File: src/rtl/ctrl_pkg.sv
// ctrl_pkg: state encoding, opcodes and datapath select codes shared by the
// multicycle controller and its helpers.
package ctrl_pkg;
    typedef enum logic [4:0] {
        RST      = 5'd0,
        FETCH    = 5'd1,
        WAIT_I   = 5'd2,
        IR_LOAD  = 5'd3,
        DECODE   = 5'd4,
        MEM_ADDR = 5'd5,
        MEM_RD   = 5'd6,
        WAIT_D   = 5'd7,
        MDR_LOAD = 5'd8,
        LW_WB    = 5'd9,
        SW_WR    = 5'd10,
        R_EXEC   = 5'd11,
        R_WB     = 5'd12,
        I_EXEC   = 5'd13,
        I_WB     = 5'd14,
        BRANCH   = 5'd15,
        JUMP     = 5'd16,
        TRAP     = 5'd17
    } estado_t;

    localparam logic [5:0] OP_R    = 6'b000000;
    localparam logic [5:0] OP_LW   = 6'b100011;
    localparam logic [5:0] OP_SW   = 6'b101011;
    localparam logic [5:0] OP_ADDI = 6'b001000;
    localparam logic [5:0] OP_BEQ  = 6'b000100;
    localparam logic [5:0] OP_BNE  = 6'b000101;
    localparam logic [5:0] OP_J    = 6'b000010;

    localparam logic [1:0] ULA_ADD   = 2'b00;
    localparam logic [1:0] ULA_SUB   = 2'b01;
    localparam logic [1:0] ULA_FUNCT = 2'b10;
    localparam logic [1:0] ULA_IDLE  = 2'b11;

    localparam logic [1:0] FB_B       = 2'b00;
    localparam logic [1:0] FB_4       = 2'b01;
    localparam logic [1:0] FB_IMM     = 2'b10;
    localparam logic [1:0] FB_IMM_SL2 = 2'b11;

    localparam logic [1:0] PC_ULA   = 2'b00;
    localparam logic [1:0] PC_SAIDA = 2'b01;
    localparam logic [1:0] PC_JUMP  = 2'b10;

    function automatic estado_t decodifica(input logic [5:0] op);
        case (op)
            OP_LW, OP_SW:   return MEM_ADDR;
            OP_R:           return R_EXEC;
            OP_ADDI:        return I_EXEC;
            OP_BEQ, OP_BNE: return BRANCH;
            OP_J:           return JUMP;
            default:        return TRAP;
        endcase
    endfunction
endpackage

File: src/rtl/contador_espera.sv
// contador_espera: memory wait counter; loaded on entry to a wait state,
// done flags the last wait cycle.
module contador_espera #(
    parameter int W = 2
) (
    input  logic         Clock,
    input  logic         Reset,
    input  logic         load,
    input  logic         dec,
    input  logic [W-1:0] valor,
    output logic         done
);
    logic [W-1:0] cnt;

    always_ff @(posedge Clock or posedge Reset) begin
        if (Reset) cnt <= '0;
        else if (load) cnt <= valor;
        else if (dec) cnt <= cnt - W'(1);
    end

    // <= rather than == keeps a stray zero count from wrapping forever
    assign done = cnt <= W'(1);
endmodule

File: src/rtl/controle_multiciclo.sv
// controle_multiciclo: Moore control unit of a multicycle MIPS subset with
// configurable memory wait states.
module controle_multiciclo
    import ctrl_pkg::*;
#(
    parameter int MEM_LAT = 2
) (
    input  logic       Clock,
    input  logic       Reset,
    input  logic [5:0] OpCode,
    input  logic       Zero,
    output logic       PCEsc,
    output logic       IREsc,
    output logic       RegWrite,
    output logic       RegDst,
    output logic       MemParaReg,
    output logic       IouD,
    output logic       CtrMem,
    output logic       ULAFonteA,
    output logic       RegACtrl,
    output logic       RegBCtrl,
    output logic       ULASaidaCtrl,
    output logic       MDRCtrl,
    output logic [1:0] ULAFonteB,
    output logic [1:0] ULAOp,
    output logic [1:0] PCFonte,
    output logic       Excecao,
    output logic [4:0] State
);
    localparam int W = (MEM_LAT > 1) ? $clog2(MEM_LAT + 1) : 1;

    estado_t estado, proximo;
    logic    cnt_done;

    contador_espera #(.W(W)) u_espera (
        .Clock (Clock),
        .Reset (Reset),
        .load  (estado == FETCH || estado == MEM_RD),
        .dec   (estado == WAIT_I || estado == WAIT_D),
        .valor (W'(MEM_LAT)),
        .done  (cnt_done)
    );

    always_ff @(posedge Clock or posedge Reset) begin
        if (Reset) estado <= RST;
        else estado <= proximo;
    end

    assign State = estado;

    always_comb begin
        PCEsc        = 1'b0;
        IREsc        = 1'b0;
        RegWrite     = 1'b0;
        RegDst       = 1'b0;
        MemParaReg   = 1'b0;
        IouD         = 1'b0;
        CtrMem       = 1'b0;
        ULAFonteA    = 1'b0;
        RegACtrl     = 1'b0;
        RegBCtrl     = 1'b0;
        ULASaidaCtrl = 1'b0;
        MDRCtrl      = 1'b0;
        ULAFonteB    = FB_B;
        ULAOp        = ULA_IDLE;
        PCFonte      = PC_ULA;
        Excecao      = 1'b0;
        proximo      = FETCH;
        case (estado)
            RST: proximo = FETCH;
            FETCH: begin
                ULAFonteB = FB_4;
                ULAOp     = ULA_ADD;
                PCEsc     = 1'b1;
                proximo   = (MEM_LAT == 0) ? IR_LOAD : WAIT_I;
            end
            WAIT_I: proximo = cnt_done ? IR_LOAD : WAIT_I;
            IR_LOAD: begin
                IREsc   = 1'b1;
                proximo = DECODE;
            end
            DECODE: begin
                RegACtrl     = 1'b1;
                RegBCtrl     = 1'b1;
                ULAFonteB    = FB_IMM_SL2;
                ULAOp        = ULA_ADD;
                ULASaidaCtrl = 1'b1;
                proximo      = decodifica(OpCode);
            end
            MEM_ADDR: begin
                ULAFonteA    = 1'b1;
                ULAFonteB    = FB_IMM;
                ULAOp        = ULA_ADD;
                ULASaidaCtrl = 1'b1;
                proximo      = (OpCode == OP_SW) ? SW_WR : MEM_RD;
            end
            MEM_RD: begin
                IouD    = 1'b1;
                proximo = (MEM_LAT == 0) ? MDR_LOAD : WAIT_D;
            end
            WAIT_D: begin
                IouD    = 1'b1;
                proximo = cnt_done ? MDR_LOAD : WAIT_D;
            end
            MDR_LOAD: begin
                MDRCtrl = 1'b1;
                proximo = LW_WB;
            end
            LW_WB: begin
                RegWrite   = 1'b1;
                MemParaReg = 1'b1;
            end
            SW_WR: begin
                CtrMem = 1'b1;
                IouD   = 1'b1;
            end
            R_EXEC: begin
                ULAFonteA    = 1'b1;
                ULAOp        = ULA_FUNCT;
                ULASaidaCtrl = 1'b1;
                proximo      = R_WB;
            end
            R_WB: begin
                RegWrite = 1'b1;
                RegDst   = 1'b1;
            end
            I_EXEC: begin
                ULAFonteA    = 1'b1;
                ULAFonteB    = FB_IMM;
                ULAOp        = ULA_ADD;
                ULASaidaCtrl = 1'b1;
                proximo      = I_WB;
            end
            I_WB: RegWrite = 1'b1;
            BRANCH: begin
                ULAFonteA = 1'b1;
                ULAOp     = ULA_SUB;
                PCFonte   = PC_SAIDA;
                PCEsc     = (OpCode == OP_BEQ && Zero) || (OpCode == OP_BNE && !Zero);
            end
            JUMP: begin
                PCEsc   = 1'b1;
                PCFonte = PC_JUMP;
            end
            TRAP: Excecao = 1'b1;
            default: proximo = FETCH;
        endcase
    end
endmodule

File: config.mk
export PLATFORM = sky130hd
export DESIGN_NAME = controle_multiciclo
export DESIGN_NICKNAME = d
export VERILOG_FILES = /design/src/rtl/ctrl_pkg.sv /design/src/rtl/contador_espera.sv /design/src/rtl/controle_multiciclo.sv
export SDC_FILE = /design/constraint.sdc
export NUM_CORES = 1
export LEC_CHECK = 0
export ABC_AREA = 1
export CELL_PAD_IN_SITES_DETAIL_PLACEMENT = 1
export CELL_PAD_IN_SITES_GLOBAL_PLACEMENT = 2
export CORE_MARGIN = 4
export CORE_UTILIZATION = 21
export CTS_BUF_LIST = sky130_fd_sc_hd__clkbuf_2
export DETAILED_ROUTE_END_ITERATION = 8
export HOLD_SLACK_MARGIN = 0.06
export PLACE_DENSITY_LB_ADDON = 0.1
export SYNTH_ARGS = -nofsm -noshare
export SYNTH_HDL_FRONTEND = slang
export SYNTH_SLANG_ARGS = --single-unit
export TNS_END_PERCENT = 100
File: constraint.sdc
create_clock -name Clock -period 2.96 [get_ports Clock]
set_clock_uncertainty 0.05 [all_clocks]
set_input_delay 0.888 -clock Clock [delete_from_list [all_inputs] [get_ports Clock]]
set_output_delay 0.888 -clock Clock [all_outputs]
set_load 0.1 [all_outputs]
-- Word level (Yosys, flattened, before mapping)
Cells that the tools add are included.
- add/sub/neg operators: 1
- order comparisons: 1
- equality and inequality tests: 23
- muxes and demuxes: 22
- reductions and logical operators: 17
- operators with widths (cell ; number):
    $pmux 5 s10 ; 1
    $eq 5x4->1 const B ; 8
    $pmux 5 s5 ; 1
    $eq 5x3->1 const B ; 4
    $eq 6x3->1 const B ; 2
    $eq 6x6->1 const B ; 2
    $mux 1 ; 12
    $pmux 2 s3 ; 2
    $reduce_or 4->1 ; 3
    $eq 5x2->1 const B ; 2
    $eq 5x5->1 const B ; 2
    $mux 4 ; 2
    $reduce_or 2->1 ; 4
    $eq 6x2->1 const B ; 1
    $eq 6x4->1 const B ; 1
    $logic_not 6->1 ; 1
    $reduce_or 3->1 ; 2
    $eq 5x1->1 const B ; 1
    $mux 2 ; 2
    $pmux 2 s2 ; 1
    $logic_or 1x1->1 ; 3
    $le 2x1->1 const B ; 1
    $logic_and 1x1->1 ; 2
    $pmux 1 s2 ; 1
    3 further kinds ; 3
- bits in registers: 7
- input port bits: 9
- logic and storage cells: 66

-- Depth between registers and ports, before layout
- word-level depth: 4
- depth in mapped cells: 8

-- Hierarchy
A second synthesis with hierarchy kept.
- cells, all modules: 137
- area, all modules: 785.8 µm²
- modules (own cells, without submodules) (module ; times used ; cells an instance ; area an instance (µm²) ; seq. area each (µm²)):
    controle_multiciclo ; 1 ; 121 ; 656.9 ; 125.1
    contador_espera ; 1 ; 16 ; 128.9 ; 50.0

-- Worst setup path after synthesis
No wires, ideal clock.
- kind: reg2out
- from: register estado[0] (netlist: State[0])
- to: output ULAOp[0]
- data arrival time: 5522 ps
- required time: 2022 ps
- path slack: -3500 ps
- stages on the path, launching flop included: 4
- cells stage by stage: dfrtp_1 nand3_1 o21ai_0 o21ai_0
- word-level cells in the longest chain between the ends: 3
- elaborated cells on any way between the ends: 8
- those cells by class: eq/ne: 6; mux: 1; reduce/logical: 1
- ends and longest elaborated chain (item ; RTL line ; source):
    start, declared ; controle_multiciclo.sv:32 ; estado_t estado, proximo;
    start signal, assigned ; controle_multiciclo.sv:46 ; else estado <= proximo;
    $eq 5x1->1, or another cell as far along ; controle_multiciclo.sv:69 ; case (estado)
    $reduce_or 4->1 (no source line) ; -- ;
    $pmux 2 s3 * ; controle_multiciclo.sv:69 ;
    end, declared ; controle_multiciclo.sv:25 ; output logic [1:0] ULAOp,
Mark *: on every way between the ends. The rest lies on a longest branch, timed or not.

-- Final worst setup path
- from: input OpCode[2]
- to: output PCEsc
- word-level cells in the longest chain between the ends: 4
- elaborated cells on any way between the ends: 6
- those cells by class: eq/ne: 2; mux: 1; reduce/logical: 3
- ends and longest elaborated chain (item ; RTL line ; source):
    start, declared ; controle_multiciclo.sv:10 ; input logic [5:0] OpCode,
    $eq 6x3->1 ; controle_multiciclo.sv:139 ; PCEsc = (OpCode == OP_BEQ && Zero) || (OpCode == OP_BNE && !Zero);
    $logic_and 1x1->1 ; controle_multiciclo.sv:139 ;
    $logic_or 1x1->1 * ; controle_multiciclo.sv:139 ;
    $pmux 1 s2 * ; controle_multiciclo.sv:69 ;
    end, declared ; controle_multiciclo.sv:12 ; output logic PCEsc,
Marks and branches as above.

==> run metrics <==
min Tclk post-route=about 2.8 ns; Detail Route Antenna Nets=0; diodes inserted=0; worst r2r src=State[4]; Worst-Skew Late Latency=between 0.2 and 0.25 ns; Synth Instances=about 140; R2R Path End=State[0]; Syn Nets=146; antenna violations before repair=0; relative slew slack=~80%; WS Path Type=primary input to output port; CTS Sinks=7; CTS buffer count=3; Clk pin slew, worst setup/hold paths=0.07 ns; CP required=2.02 ns; largest net degree at the start of global routing=9; vias in the first global route=1,094; Core Util, Final=45.8%; dpl hpwl=between 2000 and 3000 um; # Max-Cap Violations=0; first-pass GRT wire length=4920 um; Mapped Avg Cell Area=roughly 5.5 um2; synthesized area=about 740 um2; most common cell after layout, fill and taps aside=nand2_1; Synth warnings=0; # setup viols final=0; status=finished clean; port bufs=32; CTS Root Cell=clkbuf_2; CP Data Arrival Time=1.83 ns; post-cts hold buffer count=0; max-slew violations=0; unrepaired setup endpoints after global routing=false; Total Wirelength=a little under 3000 um; WL per Instance=12.8 um; highest clock rate=roughly 360 MHz; final worst setup slack=between 0.15 and 0.2 ns; clock buffer depth=2; CORE AREA=3390 um2; hold worst-path end=u_espera.cnt[0]; die footprint=approximately 4600 um2; final net count=between 150 and 200; Hold Path Origin=u_espera.cnt[0]; reg2reg setup slack=1.31 ns; Vias/cell=between 4 and 5; element type at the critical path end=output port; all-layer global routing usage=approximately 14%; WHS Path Cells=2; Starting Density=a little over a fifth; worst-margin pin slew=0.320 ns; Ports=33; most frequent cells in the layout=nand2_1 (31), nor2_1 (22), inv_1 (18), buf_12 (18), buf_4 (17); grt ovf=0; via count=1,050; worst hold path class=flip-flop to flip-flop; worst r2r path cells=8; Die H=just under 70 um; # DRC=0; synthesized flop and latch total=7; area grow syn2layout=109%; total iterations of the first detailed-routing run=3; CTS H-tree lvls=1; CTS tree=done; Final Hold Viols=0; pre-CTS WS=-0.0816 ns; share of layout cells above drive strength 1=about two fifths; Startpoint Class=primary input; Row Count=21; Die X-Extent=approximately 67 um; routability congestion estimate=roughly 0.80; sequential element share of the synthesized area=a little under a quarter; fin crit share=between 90% and 100%; post-synth cell types=18; critical path peak fanout=3; Initial DRC Count=19
==> timing repair <==
action / in CTS / in global routing
gates resized for setup: 6 / 7
endpoints found under the hold margin: 0 / 0
setup endpoints to repair: 1 / 3
pin swaps: 3 / 3
buffers inserted: 5 / 0
cloned: 0 / 0
==> metrics by stage <==
stage | hold WS [ns] | std cells | area [um2] | TNS (ns)
6_report | 0.464 | 228 | 1550 | 0
4_1_cts | 0.470 | 228 | 1540 | 0
3_5_place_dp | 0.453 | 219 | 1470 | -0.0816
2_1_floorplan | 0.421 | 136 | 888 | -0.994
3_3_place_gp | 0.446 | 219 | 1470 | -0.0515
5_1_grt | 0.524 | 228 | 1550 | 0
==> layout make-up <==
type                    count  area [um2]
repair buffers             43         579
fillers                   422        1840
inverters                  23        90.1
flip-flops and latches      7         189
clock buffers               4        20.0
well taps                  46        57.6
multi-input cells         105         617
==> state kept, by name, indices dropped and copies added, names as in the netlist <==
name	count
State	5
u_espera.cnt	2
==> how the worst max path moves through the flow <==
stage,start,end,slack [ns],cells past startpoint
final,OpCode[2],PCEsc,0.19,8
after global routing,State[1],ULAOp[0],0.09,7
after CTS,OpCode[1],PCEsc,0.003,7
after detailed placement,OpCode[2],PCEsc,-0.08,8
after global placement,OpCode[2],PCEsc,-0.05,8
after floorplan,State[3],RegWrite,-0.35,4
==> critical path, stage by stage <==
cell           delay [ns]
dlygate4sd2_1        0.23
inv_2                0.06
nor2_4               0.12
nand4_1              0.11
nand2_1              0.09
nand3_1              0.08
nand3_2              0.09
buf_12               0.18
==> synth_stat cells <==
library cell,number,share of area (%)
o21ai_0,7,4.7
or2_2,1,0.84
a21o_2,1,1.2
nand3_1,18,12
nor2_1,31,16
nor3b_1,1,1.0
nand3_2,1,1.3
a21oi_1,2,1.3
inv_1,21,11
nor2_2,1,0.84
buf_4,1,1.0
nor4_1,2,1.7
o22ai_1,1,0.84
nand2_1,34,17
inv_2,2,1.0
ha_1,1,1.7
dfrtp_1,7,24
nand4_1,4,3.4
==> per-layer routing <==
| layer | up-vias | routed length, um | global-route usage [%] |
|---|---|---|---|
| li1 | 531 | - | - |
| met1 | 496 | 1290 | 16.7 |
| met2 | 21 | 1490 | 26.2 |
| met3 | 2 | 109 | 2.16 |
| met4 | 0 | 17 | 3.04 |
| met5 | - | 0 | 0 |
==> logic make-up (layout without fill, tap and decap cells) <==
logic type,after synthesis,in the layout,synth area share [%]
DFF,7,7,23.6
buffers and inverters,24,70,12.6
adders and majority gates,1,1,1.68
and+or+nand+nor,93,93,54.0
AOI/OAI and AO/OA,11,11,8.08
Power is not shown: default switching activity piles up to over one toggle a cycle in this logic, so the estimate is an artifact.
